`src/rtl/caf_peak_sched.sv`:
```
// caf_peak_sched
//   Sequences a single argmax unit across freq_bins Doppler bins of a CAF
//   search and keeps the global peak (magnitude, time index, bin).
//   Correlator data bypasses this block; only handshakes are routed here.
//
//   Optional feature: define CAF_SCHED_TIMEOUT_EN to enable the DRAIN
//   watchdog. Without it, DRAIN waits indefinitely and error is tied 0.
//
// Ports
//   clk, reset         clock (rising edge), synchronous active-high reset
//   start              begin a search (sampled only while idle)
//   src_tvalid/tready  correlator sample handshake
//   am_m_tvalid        sample valid towards argmax input
//   am_s_tready        argmax input ready
//   am_m_tready        ready towards argmax result (STREAM and DRAIN)
//   am_s_tvalid        argmax result valid
//   am_out_max         argmax peak magnitude
//   am_index           argmax peak index
//   freq_idx           current bin to frequency shifter
//   peak_max           global peak magnitude
//   peak_index         time index of global peak
//   peak_freq          bin of global peak
//   busy               high whenever not idle
//   done               one-cycle pulse, peak_* valid
//   error              watchdog abort flag, sticky until next start
module caf_peak_sched #(
  parameter int unsigned buffer_length  = 10,
  parameter int unsigned freq_bins      = 4,
  parameter int unsigned freq_bits      = 2,
  parameter int unsigned index_bits     = 4,
  parameter int unsigned out_max_bits   = 4,
  parameter int unsigned timeout_cycles = 64
) (
  input  logic                    clk,
  input  logic                    reset,
  input  logic                    start,
  input  logic                    src_tvalid,
  output logic                    src_tready,
  output logic                    am_m_tvalid,
  input  logic                    am_s_tready,
  output logic                    am_m_tready,
  input  logic                    am_s_tvalid,
  input  logic [out_max_bits-1:0] am_out_max,
  input  logic [index_bits-1:0]   am_index,
  output logic [freq_bits-1:0]    freq_idx,
  output logic [out_max_bits-1:0] peak_max,
  output logic [index_bits-1:0]   peak_index,
  output logic [freq_bits-1:0]    peak_freq,
  output logic                    busy,
  output logic                    done,
  output logic                    error
);

  if (freq_bins < 1 || freq_bins > (1 << freq_bits) || timeout_cycles < 1 ||
      buffer_length < 1) begin : g_param_check
    $error("caf_peak_sched: invalid parameter combination");
  end

  localparam int unsigned CNT_W = index_bits + 1;
  localparam logic [CNT_W-1:0]     LAST_BEAT = CNT_W'(buffer_length - 1);
  localparam logic [freq_bits-1:0] LAST_BIN  = freq_bits'(freq_bins - 1);

  typedef enum logic [1:0] {
    S_IDLE,
    S_STREAM,
    S_DRAIN,
    S_FINISH
  } state_t;

  state_t                  state_q, state_d;
  logic [CNT_W-1:0]        cnt_q, cnt_d;
  logic [freq_bits-1:0]    freq_idx_q, freq_idx_d;
  logic [out_max_bits-1:0] peak_max_q, peak_max_d;
  logic [index_bits-1:0]   peak_index_q, peak_index_d;
  logic [freq_bits-1:0]    peak_freq_q, peak_freq_d;
  logic                    beat;

`ifdef CAF_SCHED_TIMEOUT_EN
  localparam int unsigned WD_W = $clog2(timeout_cycles + 1);
  localparam logic [WD_W-1:0] WD_LAST = WD_W'(timeout_cycles - 1);

  logic            error_q, error_d;
  logic [WD_W-1:0] wd_q, wd_d;
`endif

  // Handshakes are only opened towards argmax while streaming, so the
  // transition to DRAIN on the last beat blocks any further beat in the bin.
  assign src_tready  = am_s_tready & (state_q == S_STREAM);
  assign am_m_tvalid = src_tvalid & (state_q == S_STREAM);
  assign am_m_tready = (state_q == S_STREAM) | (state_q == S_DRAIN);
  assign beat        = src_tvalid & src_tready;

  always_comb begin
    state_d      = state_q;
    cnt_d        = cnt_q;
    freq_idx_d   = freq_idx_q;
    peak_max_d   = peak_max_q;
    peak_index_d = peak_index_q;
    peak_freq_d  = peak_freq_q;
`ifdef CAF_SCHED_TIMEOUT_EN
    error_d      = error_q;
    wd_d         = '0;
`endif
    unique case (state_q)
      S_IDLE: begin
        if (start) begin
          state_d      = S_STREAM;
          cnt_d        = '0;
          freq_idx_d   = '0;
          peak_max_d   = '0;
          peak_index_d = '0;
          peak_freq_d  = '0;
`ifdef CAF_SCHED_TIMEOUT_EN
          error_d      = 1'b0;
`endif
        end
      end
      S_STREAM: begin
        if (beat) begin
          if (cnt_q == LAST_BEAT) begin
            cnt_d   = '0;
            state_d = S_DRAIN;
          end else begin
            cnt_d = cnt_q + 1'b1;
          end
        end
      end
      S_DRAIN: begin
        if (am_s_tvalid) begin
          // Strict compare keeps the earliest bin on ties; bin 0 always
          // loads so a search of all-zero magnitudes still reports bin 0.
          if ((am_out_max > peak_max_q) || (freq_idx_q == '0)) begin
            peak_max_d   = am_out_max;
            peak_index_d = am_index;
            peak_freq_d  = freq_idx_q;
          end
          if (freq_idx_q == LAST_BIN) begin
            state_d = S_FINISH;
          end else begin
            freq_idx_d = freq_idx_q + 1'b1;
            state_d    = S_STREAM;
          end
        end
`ifdef CAF_SCHED_TIMEOUT_EN
        else if (wd_q == WD_LAST) begin
          error_d = 1'b1;
          state_d = S_IDLE;
        end else begin
          wd_d = wd_q + 1'b1;
        end
`endif
      end
      S_FINISH: begin
        state_d = S_IDLE;
      end
      default: begin
        state_d = S_IDLE;
      end
    endcase
  end

  always_ff @(posedge clk) begin
    if (reset) begin
      state_q      <= S_IDLE;
      cnt_q        <= '0;
      freq_idx_q   <= '0;
      peak_max_q   <= '0;
      peak_index_q <= '0;
      peak_freq_q  <= '0;
`ifdef CAF_SCHED_TIMEOUT_EN
      error_q      <= 1'b0;
      wd_q         <= '0;
`endif
    end else begin
      state_q      <= state_d;
      cnt_q        <= cnt_d;
      freq_idx_q   <= freq_idx_d;
      peak_max_q   <= peak_max_d;
      peak_index_q <= peak_index_d;
      peak_freq_q  <= peak_freq_d;
`ifdef CAF_SCHED_TIMEOUT_EN
      error_q      <= error_d;
      wd_q         <= wd_d;
`endif
    end
  end

  assign freq_idx   = freq_idx_q;
  assign peak_max   = peak_max_q;
  assign peak_index = peak_index_q;
  assign peak_freq  = peak_freq_q;
  assign busy       = (state_q != S_IDLE);
  assign done       = (state_q == S_FINISH);
`ifdef CAF_SCHED_TIMEOUT_EN
  assign error      = error_q;
`else
  assign error      = 1'b0;
`endif

endmodule

```
`config.mk`:
```
export PLATFORM = sky130hd
export DESIGN_NAME = caf_peak_sched
export DESIGN_NICKNAME = d
export VERILOG_FILES = /design/src/rtl/caf_peak_sched.sv
export SDC_FILE = /design/constraint.sdc
export NUM_CORES = 1
export LEC_CHECK = 0
export BUFFER_PORTS_ARGS = -buffer_cell sky130_fd_sc_hd__buf_2
export CAP_MARGIN = 25
export CORE_ASPECT_RATIO = 1.1
export CORE_MARGIN = 10
export CORE_UTILIZATION = 40
export CTS_CLUSTER_SIZE = 14
export DETAILED_ROUTE_END_ITERATION = 7
export PLACE_DENSITY = 0.64
export RECOVER_POWER = 100
export REMOVE_ABC_BUFFERS = 1
export SKIP_CTS_REPAIR_TIMING = 1
export SLEW_MARGIN = 0
export SYNTH_ARGS = -nofsm -noshare
export SYNTH_HDL_FRONTEND = slang
export SYNTH_SLANG_ARGS = --single-unit
```
`constraint.sdc`:
```
create_clock -name clk -period 2.8 [get_ports clk]
set_input_delay 0.56 -clock clk [delete_from_list [all_inputs] [get_ports clk]]
set_output_delay 0.56 -clock clk [all_outputs]
set_load 0.05 [all_outputs]
```
==> impl_results.rst <==
.. list-table::
   :header-rows: 1

   * - Metric
     - Value
   * - Outcome
     - complete, no violations
   * - HPWL after detailed placement
     - 2.12 mm
   * - Register area share after synthesis
     - 31.3%
   * - CTS tree
     - done
   * - Count of flip-flops with a built-in enable after synthesis
     - 0
   * - Hold Fails Final Rpt
     - 0
   * - Vias per std cell
     - 5.00
   * - DR iter-0 viols
     - 30
   * - Total of buffers placed on input and output ports
     - 30
   * - Number of placed I/O pins
     - 32
   * - Root buffer cell
     - clkbuf_4
   * - Worst reg2reg path startpoint
     - state_q[0]$_SDFFE_PP0P_
   * - Overflow left after global routing
     - 0
   * - Slew of the pin with the lowest slew margin
     - 716 ps
   * - Full die area
     - 0.00564 mm2
   * - FF-to-FF path depth
     - 7
   * - Top routing layer used
     - met4
   * - Top-area cell type share of the netlist area
     - 31.3%
   * - Routed Wire Length
     - 2.69 mm
   * - Post-Route Setup TNS
     - 0 ps
   * - First-pass DRT Iterations
     - 3
   * - Wire length of the first global-routing pass
     - 4.66 mm
   * - Highest fanout seen on the critical path
     - 10
   * - Clk_lat worst skew
     - 290 ps
   * - Most area-consuming cells after synthesis
     - dfxtp_1 (31%), ha_1 (13%), mux2i_1 (8.2%)
   * - Cell area power density
     - 730 mW/mm2
   * - Number of global-route vias before repair
     - 1057
   * - Flop-to-flop setup slack
     - 490 ps
   * - Critical Path Source Type
     - register
   * - Peak ir drop on the vdd network
     - 0.000710 V
   * - Layout cells sized above 1
     - 15.1%
   * - Per-cell routed wire length
     - 13.5 um
   * - Post-layout utilization of the core
     - 48.2%
   * - Core region area
     - 0.00283 mm2
   * - Hold path endpoint
     - peak_freq[0]$_SDFFE_PP0P_
   * - Minimum clock period after layout
     - 2370 ps
   * - Synth cell count leaders
     - dfxtp_1 (19), nand2_1 (15), ha_1 (13)
   * - Launch instance of the worst min-delay path
     - peak_freq[0]$_SDFFE_PP0P_
   * - Tightest Hold Check Type
     - reg -> reg
   * - Number of levels the H-tree was split into
     - 1
   * - Placement-stage worst setup slack
     - 709 ps
   * - Async S/R FF share, synth
     - 0%
   * - Clock buffers created by TritonCTS
     - 3
   * - Largest net degree at the start of global routing
     - 22
   * - Initial core utilization
     - 42.9%
   * - Die outline height
     - 77.8 um
   * - Post-synth top flop
     - dfxtp_1
   * - Buffers from clock root to sink, at most
     - 2
   * - Met2 wirelength from detailed routing
     - 1.24 mm
   * - Crit path arrival time
     - 1810 ps
   * - Area of the mapped netlist
     - 0.00121 mm2
   * - Setup slack after layout
     - 425 ps
   * - Type of the worst setup path
     - reg -> out
   * - WHS Path Cells
     - 2
   * - Num Clock Sinks
     - 19
   * - Worst slew margin relative to its limit
     - 52.1%
   * - Post-Synthesis Cells
     - 137
   * - Reg2Reg Capture Point
     - peak_max[2]$_SDFFE_PP0P_
   * - Synth area leader
     - dfxtp_1
   * - Worst Skew
     - 0.464 ps
   * - Pins over their slew limit
     - 0
   * - Nets@finish
     - 194
   * - Clock slew seen by the registers of the worst setup and hold paths
     - 100 ps
   * - Distinct cell type count of the synthesized netlist
     - 36
   * - Count of max-cap constraint violations
     - 0
   * - Average size of a mapped cell
     - 8.86 um2
   * - DR vias
     - 995
   * - Most common cell in the netlist
     - dfxtp_1
   * - Final period utilization
     - 84.8%
   * - Met3 wirelength from detailed routing
     - 238 um
   * - Std cell rows
     - 20
   * - Met1 wire length
     - 1.20 mm
   * - Overall Global Routing Usage
     - 9.56%
   * - Layout-stage area growth over the synthesis result
     - 12.3%
   * - Final setup violation count
     - 0
   * - Count of filler cells inserted in the layout
     - 297
   * - Count of nets left with antenna violations after detail routing
     - 0
   * - Die X
     - 72.5 um
   * - Flops & latches, synth
     - 19
   * - Placer congestion estimate
     - 0.792
   * - Total number of yosys warnings
     - 0
   * - Element type at the critical path end
     - output port
   * - Critical path data required time
     - 2240 ps
   * - Initial antenna violation count
     - 0
   * - Leakage
     - 0.000534 uW
   * - Setup repair after global routing missed its margin
     - no
   * - Ant. Diodes
     - 0
   * - DRC violation count after routing
     - 0
   * - Achievable clock frequency
     - 421 MHz
[final cells by class]
cell class | count | area, um2 | share of cell area [%]
repair buffers | 31 | 134 | 9.83
multi-input cells | 102 | 743 | 54.5
inverters | 10 | 37.5 | 2.75
flip-flops and latches | 19 | 380 | 27.9
clock buffers | 4 | 26.3 | 1.93
well taps | 33 | 41.3 | 3.03
[stage by stage]
stage / area, um2 / power (uW) / cells / hold slack, ps
after global placement: 1380 / 891 / 195 / 455
after floorplan: 1180 / 782 / 131 / 453
after detailed placement: 1380 / 906 / 195 / 468
after CTS: 1400 / 1040 / 199 / 485
after global routing: 1360 / 1080 / 199 / 494
final: 1360 / 994 / 199 / 482
[registers in the layout, summed over array words and instances (netlist names)]
register,cells
freq_idx,2
peak_max,4
peak_index,4
state_q,2
peak_freq,2
cnt_q,5
[logic make-up after synthesis]
kind of cell	Yosys count	synth area share [%]
simple gates	57	27.1
compound gates	21	13.6
flops	19	31.3
buf+inv	16	5.98
fa+ha+maj	13	13.4
mux	10	8.25
other cells	1	0.309
[power by group]
| part | switching [uW] | internal, uW |
|---|---|---|
| Sequential | 26.9 | 295 |
| Clock | 79.3 | 55.3 |
| Combinational | 352 | 186 |
| Total | 458 | 536 |
[how the worst max path moves through the flow]
stage	startpoint	to	slack, ps	cells after the start
after floorplan	state_q[0]$_SDFFE_PP0P_	peak_freq[0]$_SDFFE_PP0P_	540	6
after global placement	state_q[0]$_SDFFE_PP0P_	peak_index[0]$_SDFFE_PP0P_	830	7
after detailed placement	state_q[0]$_SDFFE_PP0P_	peak_max[2]$_SDFFE_PP0P_	710	7
after CTS	state_q[1]$_SDFFE_PP0P_	am_m_tvalid	630	4
after global routing	state_q[1]$_SDFFE_PP0P_	am_m_tvalid	260	4
final	state_q[1]$_SDFFE_PP0P_	src_tready	430	4
[layer usage]
layer / global-route usage, % / vias up
met1: 11.3 / 450
li1: - / 521
met4: 2.28 / 0
met3: 4.07 / 2
met2: 15.5 / 22
met5: 0 / -
[worst max-delay path, stage by stage, from the launching register on]
cell and delay, ps:
dfxtp_1 360, inv_1 130, ha_1 380, and2_1 180
clkbuf_1 480
[placed cells by master, fill, tap and decap left out, types with 2 or more instances in the layout]
cell	count
clkbuf_1	18
ha_1	13
dfxtp_1	19
and2_1	4
a211oi_1	3
nand4_1	3
buf_2	13
nor2b_1	4
nand2b_1	11
clkbuf_4	3
o21ai_0	4
nand3_1	3
o211ai_1	2
inv_1	10
or2_2	2
a21oi_1	6
nor2_1	6
mux2i_1	10
or3_1	3
nand2_1	15
(Power assumes the default switching activity.)
